$ cat config.mk
export PLATFORM = sky130hd
export DESIGN_NAME = nibble_serial_add_ctrl
export DESIGN_NICKNAME = d
export VERILOG_FILES = /design/src/rtl/nibble_add_pkg.sv /design/src/rtl/nibble_shreg.sv /design/src/rtl/nibble_serial_add_ctrl.sv
export SDC_FILE = /design/constraint.sdc
export NUM_CORES = 1
export LEC_CHECK = 0
export ABC_AREA = 1
export BUFFER_PORTS_ARGS = -buffer_cell sky130_fd_sc_hd__buf_2
export CAP_MARGIN = 25
export CORE_ASPECT_RATIO = 1.75
export CORE_MARGIN = 3
export CORE_UTILIZATION = 40
export DETAILED_ROUTE_END_ITERATION = 8
export GPL_ROUTABILITY_DRIVEN = 0
export GPL_TIMING_DRIVEN = 0
export PLACE_DENSITY_LB_ADDON = 0.3
export RECOVER_POWER = 50
export SETUP_SLACK_MARGIN = 0.5
export SYNTH_ARGS = -nofsm -noshare
export SYNTH_HDL_FRONTEND = slang
export SYNTH_SLANG_ARGS = --single-unit
export TNS_END_PERCENT = 5
$ cat constraint.sdc
create_clock -name clk -period 1.1 [get_ports clk]
set_input_delay 0 -clock clk [delete_from_list [all_inputs] [get_ports clk]]
set_output_delay 0 -clock clk [all_outputs]
set_load 0.01 [all_outputs]
$ cat src/rtl/nibble_add_pkg.sv
// Shared types and constants for the nibble-serial add sequencer.
// Width of the external adder slice and the sequencer state encoding.
package nibble_add_pkg;

    localparam int ADDER_W = 4;

    typedef enum logic [1:0] {
        ST_IDLE = 2'd0,
        ST_RUN  = 2'd1,
        ST_DONE = 2'd2
    } state_e;

endpackage

$ cat src/rtl/nibble_shreg.sv
// Parallel-load register shifting right one adder slice per step.
// FILL_MSB=1 enters fill_i at the top; otherwise zeros enter.
module nibble_shreg
    import nibble_add_pkg::*;
#(
    parameter int W        = 16,
    parameter bit FILL_MSB = 1'b0
) (
    input  logic                 clk,
    input  logic                 rst_n,
    input  logic                 load_i,
    input  logic [W-1:0]         load_val_i,
    input  logic                 shift_i,
    input  logic [ADDER_W-1:0]   fill_i,
    output logic [W-1:0]         q_o
);

    logic [W-1:0]       q_q;
    logic [W-1:0]       q_d;
    logic [ADDER_W-1:0] fill;

    assign fill = FILL_MSB ? fill_i : '0;

    generate
        if (W == ADDER_W) begin : g_single
            always_comb begin
                q_d = q_q;
                if (load_i) begin
                    q_d = load_val_i;
                end else if (shift_i) begin
                    q_d = fill;
                end
            end
        end else begin : g_multi
            always_comb begin
                q_d = q_q;
                if (load_i) begin
                    q_d = load_val_i;
                end else if (shift_i) begin
                    q_d = {fill, q_q[W-1:ADDER_W]};
                end
            end
        end
    endgenerate

    always_ff @(posedge clk or negedge rst_n) begin
        if (!rst_n) begin
            q_q <= '0;
        end else begin
            q_q <= q_d;
        end
    end

    assign q_o = q_q;

endmodule

$ cat src/rtl/nibble_serial_add_ctrl.sv
// Drives an external 4-bit adder one nibble per cycle, LSB first,
// chaining carries and collecting the sum into a wide result.
module nibble_serial_add_ctrl
    import nibble_add_pkg::*;
#(
    parameter int NIBBLES = 4
) (
    input  logic                       clk,
    input  logic                       rst_n,
    input  logic                       start,
    input  logic [ADDER_W*NIBBLES-1:0] op_a,
    input  logic [ADDER_W*NIBBLES-1:0] op_b,
    input  logic                       cin_in,
    output logic                       busy,
    output logic                       done,
    output logic [ADDER_W*NIBBLES-1:0] result,
    output logic                       cout,
    output logic                       ovf,
    output logic [ADDER_W-1:0]         add_a,
    output logic [ADDER_W-1:0]         add_b,
    output logic                       add_cin,
    input  logic [ADDER_W-1:0]         add_s,
    input  logic [4:1]                 add_c
);

    localparam int OPW  = ADDER_W * NIBBLES;
    localparam int IDXW = (NIBBLES > 1) ? $clog2(NIBBLES) : 1;

    state_e          state_q;
    logic [IDXW-1:0] idx_q;
    logic            carry_q;
    logic            busy_q;
    logic            done_q;
    logic [OPW-1:0]  result_q;
    logic            cout_q;
    logic            ovf_q;

    logic [OPW-1:0]  a_q;
    logic [OPW-1:0]  b_q;
    logic [OPW-1:0]  sum_q;
    logic [OPW-1:0]  sum_fin;

    logic accept;
    logic run;
    logic last;

    assign accept = start && (state_q == ST_IDLE);
    assign run    = (state_q == ST_RUN);
    assign last   = run && (idx_q == IDXW'(NIBBLES - 1));

    nibble_shreg #(.W(OPW), .FILL_MSB(1'b0)) u_a_sh (
        .clk        (clk),
        .rst_n      (rst_n),
        .load_i     (accept),
        .load_val_i (op_a),
        .shift_i    (run),
        .fill_i     ('0),
        .q_o        (a_q)
    );

    nibble_shreg #(.W(OPW), .FILL_MSB(1'b0)) u_b_sh (
        .clk        (clk),
        .rst_n      (rst_n),
        .load_i     (accept),
        .load_val_i (op_b),
        .shift_i    (run),
        .fill_i     ('0),
        .q_o        (b_q)
    );

    nibble_shreg #(.W(OPW), .FILL_MSB(1'b1)) u_sum_sh (
        .clk        (clk),
        .rst_n      (rst_n),
        .load_i     (accept),
        .load_val_i ('0),
        .shift_i    (run),
        .fill_i     (add_s),
        .q_o        (sum_q)
    );

    // The final nibble is still on add_s, so assemble it ahead of the shift.
    generate
        if (NIBBLES == 1) begin : g_fin_single
            assign sum_fin = add_s;
        end else begin : g_fin_multi
            assign sum_fin = {add_s, sum_q[OPW-1:ADDER_W]};
        end
    endgenerate

    always_ff @(posedge clk or negedge rst_n) begin
        if (!rst_n) begin
            state_q  <= ST_IDLE;
            idx_q    <= '0;
            carry_q  <= 1'b0;
            busy_q   <= 1'b0;
            done_q   <= 1'b0;
            result_q <= '0;
            cout_q   <= 1'b0;
            ovf_q    <= 1'b0;
        end else begin
            unique case (state_q)
                ST_IDLE: begin
                    done_q <= 1'b0;
                    if (start) begin
                        state_q <= ST_RUN;
                        busy_q  <= 1'b1;
                        carry_q <= cin_in;
                        idx_q   <= '0;
                    end
                end
                ST_RUN: begin
                    carry_q <= add_c[4];
                    idx_q   <= idx_q + 1'b1;
                    if (last) begin
                        state_q  <= ST_DONE;
                        done_q   <= 1'b1;
                        result_q <= sum_fin;
                        cout_q   <= add_c[4];
                        ovf_q    <= add_c[4] ^ add_c[3];
                    end
                end
                ST_DONE: begin
                    state_q <= ST_IDLE;
                    busy_q  <= 1'b0;
                    done_q  <= 1'b0;
                end
                default: begin
                    state_q <= ST_IDLE;
                    busy_q  <= 1'b0;
                    done_q  <= 1'b0;
                end
            endcase
        end
    end

    logic unused_bits;
    assign unused_bits = ^{a_q, b_q, add_c[2:1]};

    assign add_a   = run ? a_q[ADDER_W-1:0] : '0;
    assign add_b   = run ? b_q[ADDER_W-1:0] : '0;
    assign add_cin = run ? carry_q : 1'b0;

    assign busy   = busy_q;
    assign done   = done_q;
    assign result = result_q;
    assign cout   = cout_q;
    assign ovf    = ovf_q;

endmodule
== After elaboration in Yosys (flattened, before gate mapping) ==
Cells that the tools add are included.

* Bitwise operators: 2
* Reductions and logical operators: 9
* Equality and inequality tests: 4
* Multiplexer cells: 20
* Add/subtract/negate cells: 1

{| class="wikitable"
|+ Operator list
! cell !! number
|-
| $mux W16 || 6
|-
| $mux W4 || 2
|-
| $pmux W2 S2 || 2
|-
| $reduce_and A2 Y1 || 4
|-
| $mux W2 || 3
|-
| $mux W1 || 5
|-
| $pmux W1 S2 || 2
|-
| $reduce_bool A2 Y1 || 2
|-
| $add A2 B1 Y2 const B || 1
|-
| $eq A2 B1 Y1 const B || 1
|-
| $eq A2 B2 Y1 const B || 1
|-
| $logic_and A1 B1 Y1 || 2
|-
| $logic_not A2 Y1 || 1
|-
| $ne A2 B1 Y1 const B || 1
|-
| $ne A2 B2 Y1 const B || 1
|-
| $not A1 Y1 || 1
|-
| $xor A1 B1 Y1 || 1
|}

* Output and inout port bits: 29
* Register bits after elaboration: 73

== Longest topological paths before layout ==
* Word-level depth: 4
* Gate-level depth with buffers: 6

== Modules after synthesis ==
Synthesis repeated with hierarchy kept, for this count alone.

* Cells, all modules: 409
* Area total of the unflattened synthesis: 3344.5 µm²

{| class="wikitable"
|+ By module, submodules not included
! module !! instances !! seq. area each (µm²) !! cells each !! area each (µm²)
|-
| nibble_shreg at u_a_sh ... || 2 || 400.4 || 95 || 748.2
|-
| nibble_serial_add_ctrl || 1 || 625.6 || 131 || 1086.0
|-
| nibble_shreg at u_sum_sh || 1 || 400.4 || 88 || 762.0
|}

== Worst setup path after synthesis ==
No wires, ideal clock.

* Kind: register to register
* Start point: reg state_q[1]
* End point: reg u_b_sh.q_q[10] (netlist: u_b_sh.q_o[10])
* Cell stages (with the launch flop): 7
* Data required time: 975 ps
* Setup slack: -36 ps
* Library setup time: 125 ps
* Arrival time: 1011 ps
* Buffers on the path: 2
* Path through: dfrtp_1 -> inv_1 -> nand2_1 -> buf_4 -> buf_6 -> nand3_1 -> nand3_1

* Longest elaborated chain between the ends: 3

{| class="wikitable"
|+ Ends and longest elaborated chain
! item !! line !! source
|-
| start, declared || nibble_serial_add_ctrl.sv:29 || <nowiki>state_e state_q;</nowiki>
|-
| start signal, assigned || nibble_serial_add_ctrl.sv:92 || <nowiki>state_q <= ST_IDLE;</nowiki>
|-
| start signal, assigned || nibble_serial_add_ctrl.sv:105 || <nowiki>state_q <= ST_RUN;</nowiki>
|-
| start signal, assigned || nibble_serial_add_ctrl.sv:115 || <nowiki>state_q <= ST_DONE;</nowiki>
|-
| $logic_not A2 Y1 || nibble_serial_add_ctrl.sv:47 || <nowiki>assign accept = start && (state_q == ST_IDLE);</nowiki>
|-
| $logic_and A1 B1 Y1 || nibble_serial_add_ctrl.sv:47 ||
|-
| $mux W16 or $reduce_bool A2 Y1 (tied branches) || - ||
|-
| end signal, assigned || nibble_shreg.sv:50 || <nowiki>q_q <= q_d;</nowiki>
|-
| end, declared || nibble_shreg.sv:18 || <nowiki>logic [W-1:0] q_q;</nowiki>
|}

Several ways; a longest one is shown, not always the timed one.
A chain may end at the register's enable or synchronous reset.

== Final worst setup path ==
* Start point: reg state_q[1]
* End point: out add_b[0]

* Longest elaborated chain between the ends: 2

{| class="wikitable"
|+ Ends and longest elaborated chain
! item !! line !! source
|-
| $eq A2 B1 Y1 || nibble_serial_add_ctrl.sv:48 || <nowiki>assign run = (state_q == ST_RUN);</nowiki>
|-
| $mux W4 || nibble_serial_add_ctrl.sv:140 || <nowiki>assign add_b = run ? b_q[ADDER_W-1:0] : '0;</nowiki>
|-
| end, declared || nibble_serial_add_ctrl.sv:20 || <nowiki>output logic [ADDER_W-1:0] add_b,</nowiki>
|}

Every way passes these cells.

==> flow_summary.yaml <==
logic_synthesis:
  count_of_warnings_emitted_by_yosys: 0
  yosysTopAreaCellShare: 0.586
  post_synth_and_or_nand_nor_area_fraction: 0.282
  synthesis.instances: 336
  post_synth_main_area_contributors: "dfrtp_1 59%, nand3_1 14%, nand2_1 11%, inv_1 3.3%, o21ai_1 2.4%"
  muxShareOfSynthArea: 0
  synth_area_leader_cell: "dfrtp_1"
  postSynthRegisterBits: 69
  netlist-cell-type-count: 17
  post_synth_xor_area_fraction: 0.00297
  post_synth.cell_area_avg_um2: 8.77
  post_synth_design_cell_area_um2: 2950
  synthesized_area_fraction_occupied_by_adder_cells: 0.00425
  ys_seq_area_frac: 0.586
  synth_fp_nets: 381
  synth_top_family_by_area: "simple AND/OR/NAND/NOR gates"
  synth-compound-area-share: 0.0459
worst_setup_path:
  required_ns: 1.10
  cp_cell_sequence: "inv_2, nand2_2, buf_6, clkbuf_16, nor2_4, buf_6"
  worstRegToRegCells: 7
  worstPathMaxFanout: 5
  critical-path-top-cell-by-count: "buf_6"
  cp.arrival_ns: 1.33
  worstSetupStartpointType: "flip-flop"
  cp-end-kind: "output pin"
  slowest_stage: "dfrtp_1"
  crit_path_max_incr_delay_ns: 0.39
  critical_path_class: "flip-flop to output pin"
status:
  status: "complete, but fails checks"
  violations: "negative hold slack, negative setup slack"
power:
  power.combinational.fraction: 0.427
  power.density_nw_per_um2: 2920
  design_power_total_w: 0.0128
  switching_share: 0.365
  power_report.internal_total_w: 0.00815
  vdd_ir_drop_max_uv: 1460
  switching_power_w: 0.00468
  clkPwrFrac: 0.243
  power.static_leakage_nw: 2.20
  seq_power_share: 0.330
global_routing:
  groute.usage.overall: 0.192
  number_of_antenna_violations_at_the_first_check_in_global_routing: 0
  grt_max_degree: 70
  grt_first_pass_wirelength_mm: 12.9
  first_global_vias: 2788
  global_route.overflow_total: 0
floorplan:
  chipWidth_um: 70.9
  starting_density: 0.421
  floorplan.die.height_um: 120
  floorplan.core_area_um2: 7010
  die_footprint_um2: 8470
  rows: 40
  io-pin-count: 73
clock_network:
  cts.sinks: 69
  clk_lat_worst_skew_ns: 0.33
  holdBufCountCts: 33
  cts_buffers: 9
  path_clk_slew_ns: 0.06
  cts_tree: "done"
  cts_buffer_depth: 2
  clock-root-buffer: "clkbuf_16"
  cts-htree-levels: 3
route:
  remaining_number_of_nets_flagged_by_the_antenna_check_after_routing: 0
  drt_iter0_drc: 141
  detailedRoute.firstPassIterationCount: 4
  detailroute.via_count: 2717
  drt-vias-per-instance: 4.98
  postRouteWirelength_mm: 7.64
  routed_wire_length_per_instance_um: 14.0
  drc_errors: 0
sta:
  post-route-period-util: 1.21
  timing.slew.headroom: 0.376
  fin_skew_ns: 0.00608
  finalHoldViolations: 74
  hold-worst-slack_ns: -0.178
  worstMarginPinSlew_ns: 0.937
  report.final.slew_viol_count: 0
  finalSetupViolCount: 68
  post-route-worst-setup-slack_ns: -0.234
  max_freq_mhz: 750
  grt_setup_unrepaired: "yes"
  layout_min_cycle_time_ns: 1.33
min_path:
  timing.hold.worst.class: "input port to async pin"
final_layout:
  final_cell_mix: "86 x nand2_1, 84 x nand3_1, 68 x dfrtp_1, 64 x buf_2, 33 x dlygate4sd3_1"
  non_filler_cells_in_the_finished_layout: 546
  fillerInstances: 601
  layout_commonest_cell: "nand2_1"
  postLayoutCellArea_um2: 4390
  flow.area_growth_from_synthesis_pct: 49.0
  nets: 502
  antenna-diode-count: 0
  drive_gt1_frac: 0.294
placed_design:
  placement.io_buffers: 69
  placement_stage_cell_area_um2: 3420
  place.detailed.hpwl_mm: 5.01
  numPlacedInstances: 489
job:
  max_capacitance_violation_count: 0
==> per-layer routing <==
layer	part of all wire	up-vias	track usage
met5	0	-	0
met4	0.015	0	0.0671
met3	0.041	9	0.0352
met2	0.55	72	0.346
met1	0.39	1300	0.225
li1	-	1336	-
==> power by group through the flow <==
stage | logic (W) | registers, W | clock network (W)
2_1_floorplan | 0.00268 | 0.00433 | 0
3_3_place_gp | 0.00411 | 0.00420 | 0
3_5_place_dp | 0.00419 | 0.00426 | 0
4_1_cts | 0.00512 | 0.00422 | 0.00315
5_1_grt | 0.00609 | 0.00436 | 0.00326
6_report | 0.00547 | 0.00424 | 0.00312
==> metrics by stage <==
stage	setup TNS (ns)	worst slack [ns]	hold slack, ns	util
after global routing	-12.19	-0.282	-0.0821	0.626
after detailed placement	-10.14	-0.331	0.173	0.489
after floorplan	0	0.0380	-0.296	-
final	-6.91	-0.234	-0.178	0.626
after global placement	-29.05	-0.322	0.194	0.488
after CTS	-6.29	-0.222	-0.184	0.612
==> cells by family after synthesis <==
kind of cell / count (synthesis)
buf+inv: 48
simple gates: 190
xor+xnor: 1
fa+ha+maj: 1
flops: 69
compound gates: 27
==> state kept, by name, indices dropped and copies added, names as in the netlist <==
| signal | flops |
|---|---|
| u_sum_sh.q_o | 12 |
| ovf | 1 |
| u_b_sh.q_o | 16 |
| done | 1 |
| u_a_sh.q_o | 16 |
| carry_q | 1 |
| result | 16 |
| cout | 1 |
| busy | 1 |
| state_q | 2 |
| idx_q | 2 |
==> Yosys cell counts <==
library cell  number
nor2_2             2
nor2_1            14
a21oi_1            1
nand3_1           84
ha_1               1
nand2_4            1
inv_2              1
dfrtp_1           69
nand2_1           89
buf_6              3
inv_1             26
buf_4              4
o21ai_1           14
buf_2             12
xor2_1             1
clkbuf_1           2
o21ai_0           12
==> cell type report <==
| class | instances | area (um2) | area share |
|---|---|---|---|
| clock inverters | 6 | 86.3 | 0.0197 |
| clock buffers | 10 | 239 | 0.0544 |
| well taps | 84 | 105 | 0.0239 |
| plain buffers | 21 | 211 | 0.0482 |
| inverters | 27 | 101 | 0.0231 |
| flip-flops and latches | 69 | 1730 | 0.394 |
| multi-input cells | 219 | 1120 | 0.255 |
| repair buffers | 110 | 800 | 0.182 |
==> worst max-delay path, delay by kind of cell (launching register included) <==
family	cells	cell delay (ns)
flip-flops	1	0.39
AND/OR/NAND/NOR	2	0.15
buffers and inverters	4	0.47
==> worst paths after layout <==
| path | to | slack [ns] | from |
|---|---|---|---|
| max | add_b[0] | -0.23 | state_q[1] |
| min | result[3] | -0.18 | rst_n |
| max reg2reg | u_a_sh.q_o[8] | -0.15 | state_q[0] |
| min reg2reg | result[12] | 0.47 | result[12] |
| max in group asynchronous | state_q[0] | 0.60 | rst_n |
| min in group clk | u_a_sh.q_o[4] | -0.06 | op_a[4] |
==> repair_timing <==
action                                  in CTS  in global routing
setup buffers                                6                  1
endpoints found under the setup margin      98                 98
pin swaps                                    1                  0
endpoints found under the hold margin      111                 74
cloned                                       0                  1
gates resized for setup                     44                 20
(Power assumes the default switching activity.)
